$ cat config.mk
export PLATFORM = sky130hd
export DESIGN_NAME = xorshift_prng_multi_flat
export DESIGN_NICKNAME = d
export VERILOG_FILES = /design/src/rtl/xorshift_prng_multi_pkg.sv /design/src/rtl/xorshift_prng_multi_if.sv /design/src/rtl/xorshift_prng_multi_step.sv /design/src/rtl/xorshift_prng_multi.sv /design/src/flat_wrapper.sv
export SDC_FILE = /design/constraint.sdc
export NUM_CORES = 1
export LEC_CHECK = 0
export BUFFER_PORTS_ARGS = -buffer_cell sky130_fd_sc_hd__buf_2
export CORE_UTILIZATION = 40
export DETAILED_ROUTE_END_ITERATION = 10
export GPL_TIMING_DRIVEN = 1
export PLACE_DENSITY = 0.65
export SYNTH_ARGS = -nofsm -noshare
export SYNTH_HDL_FRONTEND = slang
export SYNTH_SLANG_ARGS = --single-unit
$ cat constraint.sdc
create_clock -name clk -period 2.5 [get_ports clk]
set_clock_uncertainty 0.1 [all_clocks]
set_input_delay 0 -clock clk [delete_from_list [all_inputs] [get_ports clk]]
set_output_delay 0 -clock clk [all_outputs]
set_load 0.05 [all_outputs]
$ cat src/rtl/xorshift_prng_multi_pkg.sv
// rtl/xorshift_prng_multi_pkg.sv - shared types and defaults for the multi-lane xorshift generator
//
// Contents:
//   state_t        : generator FSM states (unseeded, discarding warm-up steps, producing)
//   SH64_* / SH32_*: well-known full-period shift triples for 64- and 32-bit words
//   DEF_LANE_SALT  : default per-lane seed offset (golden-ratio constant)
//   DEF_ZERO_SUB   : default replacement for an all-zero lane seed
package xorshift_pkg;

    typedef enum logic [1:0] {
        S_UNSEEDED = 2'd0,
        S_WARMUP   = 2'd1,
        S_RUN      = 2'd2
    } state_t;

    localparam int SH64_A = 21;
    localparam int SH64_B = 35;
    localparam int SH64_C = 4;

    localparam int SH32_A = 13;
    localparam int SH32_B = 17;
    localparam int SH32_C = 5;

    localparam logic [63:0] DEF_LANE_SALT = 64'h9E3779B97F4A7C15;
    localparam logic [63:0] DEF_ZERO_SUB  = 64'h0000000000000001;

endpackage

$ cat src/rtl/xorshift_prng_multi_if.sv
// rtl/xorshift_prng_multi_if.sv - seed command and output stream bundle of the xorshift generator
//
// Signals:
//   seed_load  : single-cycle seed load request
//   seed       : WIDTH-bit seed, sampled with seed_load
//   out_data   : LANES*WIDTH output word set, lane i at [i*WIDTH +: WIDTH]
//   out_valid  : out_data holds a fresh word set
//   out_ready  : consumer accepts out_data when out_valid & out_ready
// Modports:
//   master : the generator
//   slave  : the seed source / randomness consumer
interface xorshift_prng_multi_if #(
    parameter int WIDTH = 64,
    parameter int LANES = 2
);
    logic                     seed_load;
    logic [WIDTH-1:0]         seed;
    logic [LANES*WIDTH-1:0]   out_data;
    logic                     out_valid;
    logic                     out_ready;

    modport master (
        input  seed_load,
        input  seed,
        input  out_ready,
        output out_data,
        output out_valid
    );

    modport slave (
        output seed_load,
        output seed,
        output out_ready,
        input  out_data,
        input  out_valid
    );

endinterface

$ cat src/rtl/xorshift_prng_multi_step.sv
// rtl/xorshift_prng_multi_step.sv - one combinational xorshift step for a single lane
//
// Ports:
//   x    : current lane state (WIDTH bits)
//   next : state after one left/right/left xorshift round; shifted-out bits are dropped
module xorshift_step #(
    parameter int WIDTH = 64,
    parameter int SH_A  = 21,
    parameter int SH_B  = 35,
    parameter int SH_C  = 4
) (
    input  logic [WIDTH-1:0] x,
    output logic [WIDTH-1:0] next
);

    logic [WIDTH-1:0] t1;
    logic [WIDTH-1:0] t2;

    always_comb begin
        t1   = x ^ (x << SH_A);
        t2   = t1 ^ (t1 >> SH_B);
        next = t2 ^ (t2 << SH_C);
    end

endmodule

$ cat src/rtl/xorshift_prng_multi.sv
// rtl/xorshift_prng_multi.sv - multi-lane xorshift generator with seed load, warm-up and valid/ready output
//
// Ports:
//   clk       : clock, all state changes on the rising edge
//   rst       : asynchronous active-low reset
//   bus       : seed command and output stream (master side)
//   warming   : high while warm-up steps are being discarded
//   gen_count : accepted output transfers since the last seed load, saturating
module xorshift_prng_multi
    import xorshift_pkg::*;
#(
    parameter int          WIDTH     = 64,
    parameter int          SH_A      = SH64_A,
    parameter int          SH_B      = SH64_B,
    parameter int          SH_C      = SH64_C,
    parameter int          LANES     = 2,
    parameter int          WARMUP    = 4,
    parameter logic [63:0] LANE_SALT = DEF_LANE_SALT,
    parameter logic [63:0] ZERO_SUB  = DEF_ZERO_SUB
) (
    input  logic                   clk,
    input  logic                   rst,
    xorshift_prng_multi_if.master  bus,
    output logic                   warming,
    output logic [31:0]            gen_count
);

    localparam logic [WIDTH-1:0] ZSUB       = ZERO_SUB[WIDTH-1:0];
    localparam logic [7:0]       WARMUP_CNT = 8'(WARMUP);

    state_t                 state_q;
    state_t                 state_d;
    logic [7:0]             cnt_q;
    logic [7:0]             cnt_d;
    logic                   load;
    logic                   step;
    logic                   xfer;

    // All lanes live side by side in one packed register so it can drive
    // out_data directly with no logic after the flops.
    logic [LANES*WIDTH-1:0] lane_q;
    logic [LANES*WIDTH-1:0] lane_seed;
    logic [LANES*WIDTH-1:0] lane_nx;

    for (genvar i = 0; i < LANES; i++) begin : g_lane
        // Lane offsets are compile-time constants: no multiplier is built.
        localparam logic [WIDTH-1:0] OFFS = WIDTH'(64'(i) * LANE_SALT);

        logic [WIDTH-1:0] raw;

        assign raw = bus.seed ^ OFFS;
        // An all-zero state is a fixed point of xorshift, so it is never loaded.
        assign lane_seed[i*WIDTH +: WIDTH] = (raw == '0) ? ZSUB : raw;

        xorshift_step #(
            .WIDTH (WIDTH),
            .SH_A  (SH_A),
            .SH_B  (SH_B),
            .SH_C  (SH_C)
        ) u_step (
            .x    (lane_q[i*WIDTH +: WIDTH]),
            .next (lane_nx[i*WIDTH +: WIDTH])
        );
    end

    always_comb begin
        state_d = state_q;
        cnt_d   = cnt_q;
        load    = 1'b0;
        step    = 1'b0;
        xfer    = 1'b0;

        if (bus.seed_load) begin
            // A seed load overrides any transfer or warm-up step in this cycle.
            load    = 1'b1;
            cnt_d   = WARMUP_CNT;
            state_d = (WARMUP_CNT == 8'd0) ? S_RUN : S_WARMUP;
        end else begin
            case (state_q)
                S_UNSEEDED: begin
                    state_d = S_UNSEEDED;
                end
                S_WARMUP: begin
                    step  = 1'b1;
                    cnt_d = cnt_q - 8'd1;
                    if (cnt_q == 8'd1) begin
                        state_d = S_RUN;
                    end
                end
                S_RUN: begin
                    if (bus.out_ready) begin
                        step = 1'b1;
                        xfer = 1'b1;
                    end
                end
                default: begin
                    state_d = S_UNSEEDED;
                    cnt_d   = 8'd0;
                end
            endcase
        end
    end

    always_ff @(posedge clk or negedge rst) begin
        if (!rst) begin
            state_q <= S_UNSEEDED;
            cnt_q   <= 8'd0;
        end else begin
            state_q <= state_d;
            cnt_q   <= cnt_d;
        end
    end

    always_ff @(posedge clk or negedge rst) begin
        if (!rst) begin
            lane_q <= '0;
        end else if (load) begin
            lane_q <= lane_seed;
        end else if (step) begin
            lane_q <= lane_nx;
        end
    end

    always_ff @(posedge clk or negedge rst) begin
        if (!rst) begin
            gen_count <= 32'd0;
        end else if (load) begin
            gen_count <= 32'd0;
        end else if (xfer && (gen_count != 32'hFFFF_FFFF)) begin
            gen_count <= gen_count + 32'd1;
        end
    end

    assign bus.out_data  = lane_q;
    assign bus.out_valid = (state_q == S_RUN);
    assign warming       = (state_q == S_WARMUP);

endmodule

$ cat src/flat_wrapper.sv
// flat-port wrapper written by rule: the top's interface ports become plain ports
module xorshift_prng_multi_flat import xorshift_pkg::*;
#(
    parameter int          WIDTH     = 64,
    parameter int          SH_A      = SH64_A,
    parameter int          SH_B      = SH64_B,
    parameter int          SH_C      = SH64_C,
    parameter int          LANES     = 2,
    parameter int          WARMUP    = 4,
    parameter logic [63:0] LANE_SALT = DEF_LANE_SALT,
    parameter logic [63:0] ZERO_SUB  = DEF_ZERO_SUB
)
  (clk, rst, warming, gen_count, bus_seed_load, bus_seed, bus_out_ready, bus_out_data, bus_out_valid);
  xorshift_prng_multi_if #(.WIDTH(WIDTH), .LANES(LANES)) bus_i ();
  input  logic clk;
  input  logic rst;
  output logic warming;
  output logic [31:0] gen_count;
  input wire logic [$bits(bus_i.seed_load)-1:0] bus_seed_load;
  input wire logic [$bits(bus_i.seed)-1:0] bus_seed;
  input wire logic [$bits(bus_i.out_ready)-1:0] bus_out_ready;
  output wire logic [$bits(bus_i.out_data)-1:0] bus_out_data;
  output wire logic [$bits(bus_i.out_valid)-1:0] bus_out_valid;
  assign bus_i.seed_load = bus_seed_load;
  assign bus_i.seed = bus_seed;
  assign bus_i.out_ready = bus_out_ready;
  assign bus_out_data = bus_i.out_data;
  assign bus_out_valid = bus_i.out_valid;
  xorshift_prng_multi #(.WIDTH(WIDTH), .SH_A(SH_A), .SH_B(SH_B), .SH_C(SH_C), .LANES(LANES), .WARMUP(WARMUP), .LANE_SALT(LANE_SALT), .ZERO_SUB(ZERO_SUB)) u_core (.clk(clk), .rst(rst), .bus(bus_i), .warming(warming), .gen_count(gen_count));
endmodule
Word level (Yosys, flattened, before mapping)
Index checks and enable logic that the tools add are counted.
{ "classes": {"n_addsub": 2, "eq_ne": 7, "muxes": 17, "bitwise": 7, "reduce_logical": 8} }
{ "ops": {"columns": ["cell", "n"], "rows": [
  ["$mux W128", 2],
  ["$xor A64 B64 Y64", 4],
  ["$logic_not A64 Y1", 2],
  ["$mux W64", 2],
  ["$xor A64 B29 Y64", 2],
  ["$mux W32", 2],
  ["$not A38 Y38", 1],
  ["$add A32 B1 Y32 const B", 1],
  ["$ne A32 B32 Y1 const B", 1],
  ["$pmux W8 S2", 1],
  ["$eq A8 B1 Y1 const B", 1],
  ["$mux W8", 1],
  ["$sub A8 B1 Y8 const B", 1],
  ["$mux W1", 5],
  ["$mux W2", 2],
  ["$pmux W2 S2", 1],
  ["$reduce_bool A2 Y1", 2],
  ["$ne A3 B1 Y1 const B", 1],
  ["$eq A2 B1 Y1 const B", 1],
  ["$eq A2 B2 Y1 const B", 1],
  ["$logic_not A2 Y1", 1],
  ["$ne A2 B1 Y1 const B", 1],
  ["$ne A2 B2 Y1 const B", 1],
  ["$pmux W1 S2", 1],
  ["3 further kinds", 3]
]} }
{ "word_totals": {"ff_bits": 170, "input_bits": 68, "word_cells": 45} }

Depth between registers and ports, before layout
{ "logic_depth": {"ltp_word": 6, "depth_mapped": 9, "mapped_depth_nobuf": 7} }

Modules after synthesis
A second synthesis with hierarchy kept.
{ "unflattened": {"cells_unflattened": 1118, "area_unflattened_um2": 10709.0} }
{ "by_module_without_submodules": {"columns": ["module", "n_inst", "cells_each", "area_per_inst_um2"], "rows": [
  ["xorshift_prng_multi", 1, 848, 8179.1],
  ["xorshift_step", 2, 135, 1265.0]
]} }

Worst setup path after synthesis
OpenSTA, ideal clock, no wires.
{ "synth_path": {"kind": "register to register", "start": "register u_core.state_q[0]", "end": "register u_core.gen_count[29]", "t_arrival_ns": 2.753, "t_required_ns": 2.322, "path_slack_ns": -0.431, "path_stages_with_launch": 9, "path_cell_list": "dfrtp_1 -> inv_1 -> ha_1 -> nand4_1 -> or4_4 -> or3_1 -> buf_2 -> or4_1 -> a21oi_1"} }
{ "synth_between": {"elab_chain_len": 5} }
{ "synth_rtl": {"columns": ["element", "line", "text"], "rows": [
  ["from (decl)", "xorshift_prng_multi.sv:31", "state_t state_q;"],
  ["from (signal assigned)", "xorshift_prng_multi.sv:109", "state_q <= state_d;"],
  ["$eq A2 B2 Y1", null, null],
  ["named net bus_out_valid", "flat_wrapper.sv:23", "output wire logic [$bits(bus_i.out_valid)-1:0] bus_out_valid;"],
  ["$mux W1", "xorshift_prng_multi.sv:79", "case (state_q)"],
  ["$mux W1", "xorshift_prng_multi.sv:73", "if (bus.seed_load) begin"],
  ["$logic_and A1 B1 Y1", "xorshift_prng_multi.sv:129", "end else if (xfer && (gen_count != 32'hFFFF_FFFF)) begin"],
  ["$reduce_bool A2 Y1 (no line)", null, null],
  ["to (signal assigned)", "xorshift_prng_multi.sv:130", "gen_count <= gen_count + 32'd1;"],
  ["to (decl)", "xorshift_prng_multi.sv:25", "output logic [31:0] gen_count"]
]} }
The timed path passes the listed nets, and every way through them passes these cells.
A chain may end at the register's enable or synchronous reset.

Worst setup path in the final report
{ "layout_path": {"start": "register u_core.state_q[0]", "end": "register u_core.gen_count[29]"} }
{ "layout_between": {"elab_chain_len": 5} }
{ "layout_rtl": {"columns": ["element", "line"], "rows": [
  ["$eq A2 B2 Y1", "xorshift_prng_multi.sv:79"],
  ["$mux W1", "xorshift_prng_multi.sv:79"],
  ["$mux W1", "xorshift_prng_multi.sv:73"],
  ["$logic_and A1 B1 Y1", "xorshift_prng_multi.sv:129"],
  ["$reduce_bool A2 Y1 (no line)", null]
]} }
Every way passes these cells.

==> results.yml <==
critical_path:
  cp_launch_type: "flop"
  critical_path.cell_chain: "inv_1 -> ha_4 -> nand4_1 -> or4_4 -> or3_4 -> or4_1 -> a21oi_1"
  worstSetupPathType: "reg2reg"
  data_required_time_at_the_worst_endpoint_ns: 2.77
  critPathArrivalTime_ns: 2.66
  cp_slowest_stage_delay_ns: 0.44
  critPathCaptureType: "flop"
  crit_path_max_fanout: 8
  critical_path.slowest_cell: "sky130_fd_sc_hd__or4_4"
  startpoint: "u_core.state_q[0]$_DFFE_PN0P_"
  worst_r2r_startpoint: "u_core.state_q[0]$_DFFE_PN0P_"
floorplan:
  die_y_um: 171
  core_region_area_um2: 28000
  die_area_um2: 29300
  start_util_pct: 40.9
  rows: 61
  num_io_pins: 230
  floorplan.die.width_um: 171
layout:
  nNetsFinal: 1509
  multiInputGateArea_um2: 6990
  syn_to_final_growth_pct: 27.4
  fraction_of_layout_cells_with_a_size_suffix_above_1_pct: 23.9
  area_taken_by_flip_flops_and_latches_um2: 4260
  filler_cell_count: 2567
grt:
  first_pass_grt_wire_length_mm: 59.6
  first_global_vias: 9829
  global_route.peak_usage_layer: "met2"
  grt_antenna_before_repair: 2
  fraction_of_met2_tracks_used_by_global_routing_pct: 45.3
  grt_start_max_net_pins: 97
  grt_use_met1_pct: 34.3
  grtUsageMet3_pct: 6.49
  grt.overflow.total: 0
  grt.total_usage_pct: 27.5
sta:
  relSlewSlack_pct: 58.1
  setup_tns_ns: 0
  setup_viols_final: 0
  finalCritPeriodShare_pct: 95.6
  max_clock_freq_ghz: 0.418
  hold_viol_final: 0
  rsz0062_at_grt: "false"
  min_period_ns: 2.39
  max_slew.worst_pin.slew_ns: 0.624
  final-max-slew-violation-count: 0
  fin_ws_ns: 0.110
synthesis:
  post_synth_most_frequent_cells: "sky130_fd_sc_hd__xnor2_1, sky130_fd_sc_hd__dfrtp_1, sky130_fd_sc_hd__nor2_1, sky130_fd_sc_hd__nand2_1, sky130_fd_sc_hd__xor2_1"
  yosysTopAreaCell: "sky130_fd_sc_hd__dfrtp_1"
  synth-seq-cells: 170
  synth-edff-count: 0
  post_synth_cell_types: 51
  syn_inst: 1135
  ys.warnings.count: 0
  main_area_contributors_after_synthesis: "sky130_fd_sc_hd__dfrtp_1, sky130_fd_sc_hd__xnor2_1, sky130_fd_sc_hd__xnor3_1"
  async_reset_ff_share_pct: 100
  ys.flop_type: "sky130_fd_sc_hd__dfrtp_1"
  leading_cell_type_by_number_of_instances_after_synthesis: "sky130_fd_sc_hd__xnor2_1"
  post_synth_instance_area_um2: 11500
  synth-seq-area-share_pct: 37.1
  postSynthNetCount: 1209
  post-synth-top-area-fraction_pct: 37.1
  postSynthAreaPerCell_um2: 10.1
route:
  drc: 0
  drtAntennaViolNets: 0
  via_count: 9906
  wl_per_cell_um: 21.7
  route.final.wire_length_mm: 39.6
  drt-vias-per-instance: 5.42
  detailedRoute.firstPassIterationCount: 5
  drt_iter0_drcs: 864
place:
  half_perimeter_wire_length_after_placement_mm: 29.4
  final_weighted_congestion_in_routability_driven_placement: 0.922
  dp_worst_setup_slack_ns: 0.0633
  io_buffers: 229
run:
  drv_cap: 0
clocking:
  postCtsSetupRepairBufs: 0
  clock_tree.root_cell: "sky130_fd_sc_hd__clkbuf_16"
  maximum_level_of_the_cts_h_tree: 4
  tritoncts: "built"
  cts-buffers-inserted: 17
  clock_transition_at_the_registers_of_the_reported_paths_ns: 0.08
  sinks_on_clock_net: 170
  worstSkewPairLatency_ns: 0.44
  buffers_from_clock_root_to_sink_at_most: 2
run_status:
  run_status: "finished clean"
worst_hold_path:
  timing.hold.worst.class: "in2async"
-- flip-flops by register name, indices dropped and copies added, names as in the netlist --
name / count
u_core.bus.out_data: 128
u_core.state_q: 2
u_core.gen_count: 32
u_core.cnt_q: 8
-- through the flow --
stage	hold WS (ns)	instance area (µm²)	std cells	utilization, %
6_report	0.00773	14600	1828	52.1
5_1_grt	0.0525	14600	1828	52.1
4_1_cts	0.00439	14600	1825	52.0
3_5_place_dp	-0.0743	13300	1726	47.5
3_3_place_gp	-0.0702	13300	1726	47.5
2_1_floorplan	-0.396	11500	1135	-
-- area by class of cell --
type	count	share of cell area (%)
inverter	16	0.420
antenna	2	0.0343
clock inverter	13	1.07
clock buffer	19	3.03
multi-input combinational	892	47.8
sequential	170	29.2
timing repair buffer	338	15.2
tap	378	3.24
-- final timing paths --
check	slack, ns	cells past startpoint	to
setup reg to reg	0.11	7	u_core.gen_count[29]$_DFFE_PN0P_
min in group clk	0.03	6	u_core.gen_count[9]$_DFFE_PN0P_
hold / removal	0.008	2	u_core.bus.out_data[66]$_DFFE_PN0P_
setup / recovery	0.11	7	u_core.gen_count[29]$_DFFE_PN0P_
max in group asynchronous	1.54	3	u_core.bus.out_data[12]$_DFFE_PN0P_
hold reg to reg	0.42	1	u_core.cnt_q[7]$_DFFE_PN0P_
-- routing by layer --
layer | wire length, µm | up-vias
met5 | 0 | -
met4 | 1710 | 0
met3 | 3210 | 79
met2 | 18600 | 460
met1 | 16100 | 4852
li1 | - | 4515
-- worst max-delay path: cells and delay by family, from the launching register on --
family          cells  cell delay [ns]
flops               1             0.38
buf+inv             1             0.14
fa+ha+maj           1             0.20
simple gates        4             1.35
compound gates      1             0.16
-- cell usage in the layout (no fill, tap or decap), types with 4 or more instances in the layout --
cell type                         n
sky130_fd_sc_hd__mux2i_1          7
sky130_fd_sc_hd__a21o_1           5
sky130_fd_sc_hd__nand3b_1         4
sky130_fd_sc_hd__nand2_1        103
sky130_fd_sc_hd__nor2_1         105
sky130_fd_sc_hd__buf_4           36
sky130_fd_sc_hd__o41ai_1          5
sky130_fd_sc_hd__or3_1            7
sky130_fd_sc_hd__a21oi_1         35
sky130_fd_sc_hd__o211ai_1         4
sky130_fd_sc_hd__a211o_1          5
sky130_fd_sc_hd__o31ai_1          8
sky130_fd_sc_hd__xor2_1          93
sky130_fd_sc_hd__xnor3_1         58
sky130_fd_sc_hd__or4_1            8
sky130_fd_sc_hd__buf_2          227
sky130_fd_sc_hd__and3_1           4
sky130_fd_sc_hd__or2_2            5
sky130_fd_sc_hd__nand2b_1        13
sky130_fd_sc_hd__inv_1           15
sky130_fd_sc_hd__o311ai_0         4
sky130_fd_sc_hd__inv_8            4
sky130_fd_sc_hd__clkbuf_16       17
sky130_fd_sc_hd__ha_1             4
sky130_fd_sc_hd__o21ai_0         56
sky130_fd_sc_hd__a211oi_1         5
sky130_fd_sc_hd__buf_12           6
sky130_fd_sc_hd__xnor2_1        176
sky130_fd_sc_hd__and4_1           5
sky130_fd_sc_hd__nor4_1          23
sky130_fd_sc_hd__nand4_1         23
sky130_fd_sc_hd__o21a_1           4
sky130_fd_sc_hd__dfrtp_1        167
sky130_fd_sc_hd__dlygate4sd3_1   68
sky130_fd_sc_hd__nor3_1           8
sky130_fd_sc_hd__nand3_1         11
sky130_fd_sc_hd__mux2_2          24
sky130_fd_sc_hd__a21boi_0        48
-- kinds of logic (layout without fill, tap and decap cells) --
logic type               Yosys count  count (layout)  synth area share, %
XOR/XNOR                         327             327                 31.9
other                              0               2                    0
AO/OA/AOI/OAI                    197             197                 11.2
AND/OR/NAND/NOR                  331             331                 13.7
adder cells (fa/ha/maj)            6               6                0.655
flip-flops                       170             170                 37.1
multiplexers                      31              31                 2.97
buffers and inverters             73             386                 2.42
-- timing repair --
item,CTS,global route
setup endpoints to repair,0,3
hold buffers,67,1
resized for setup,0,3
endpoints found under the hold margin,305,1
Power is left out: the tool's default activity adds up to more than one toggle a clock period on the data nets, which glitch-free logic cannot reach.
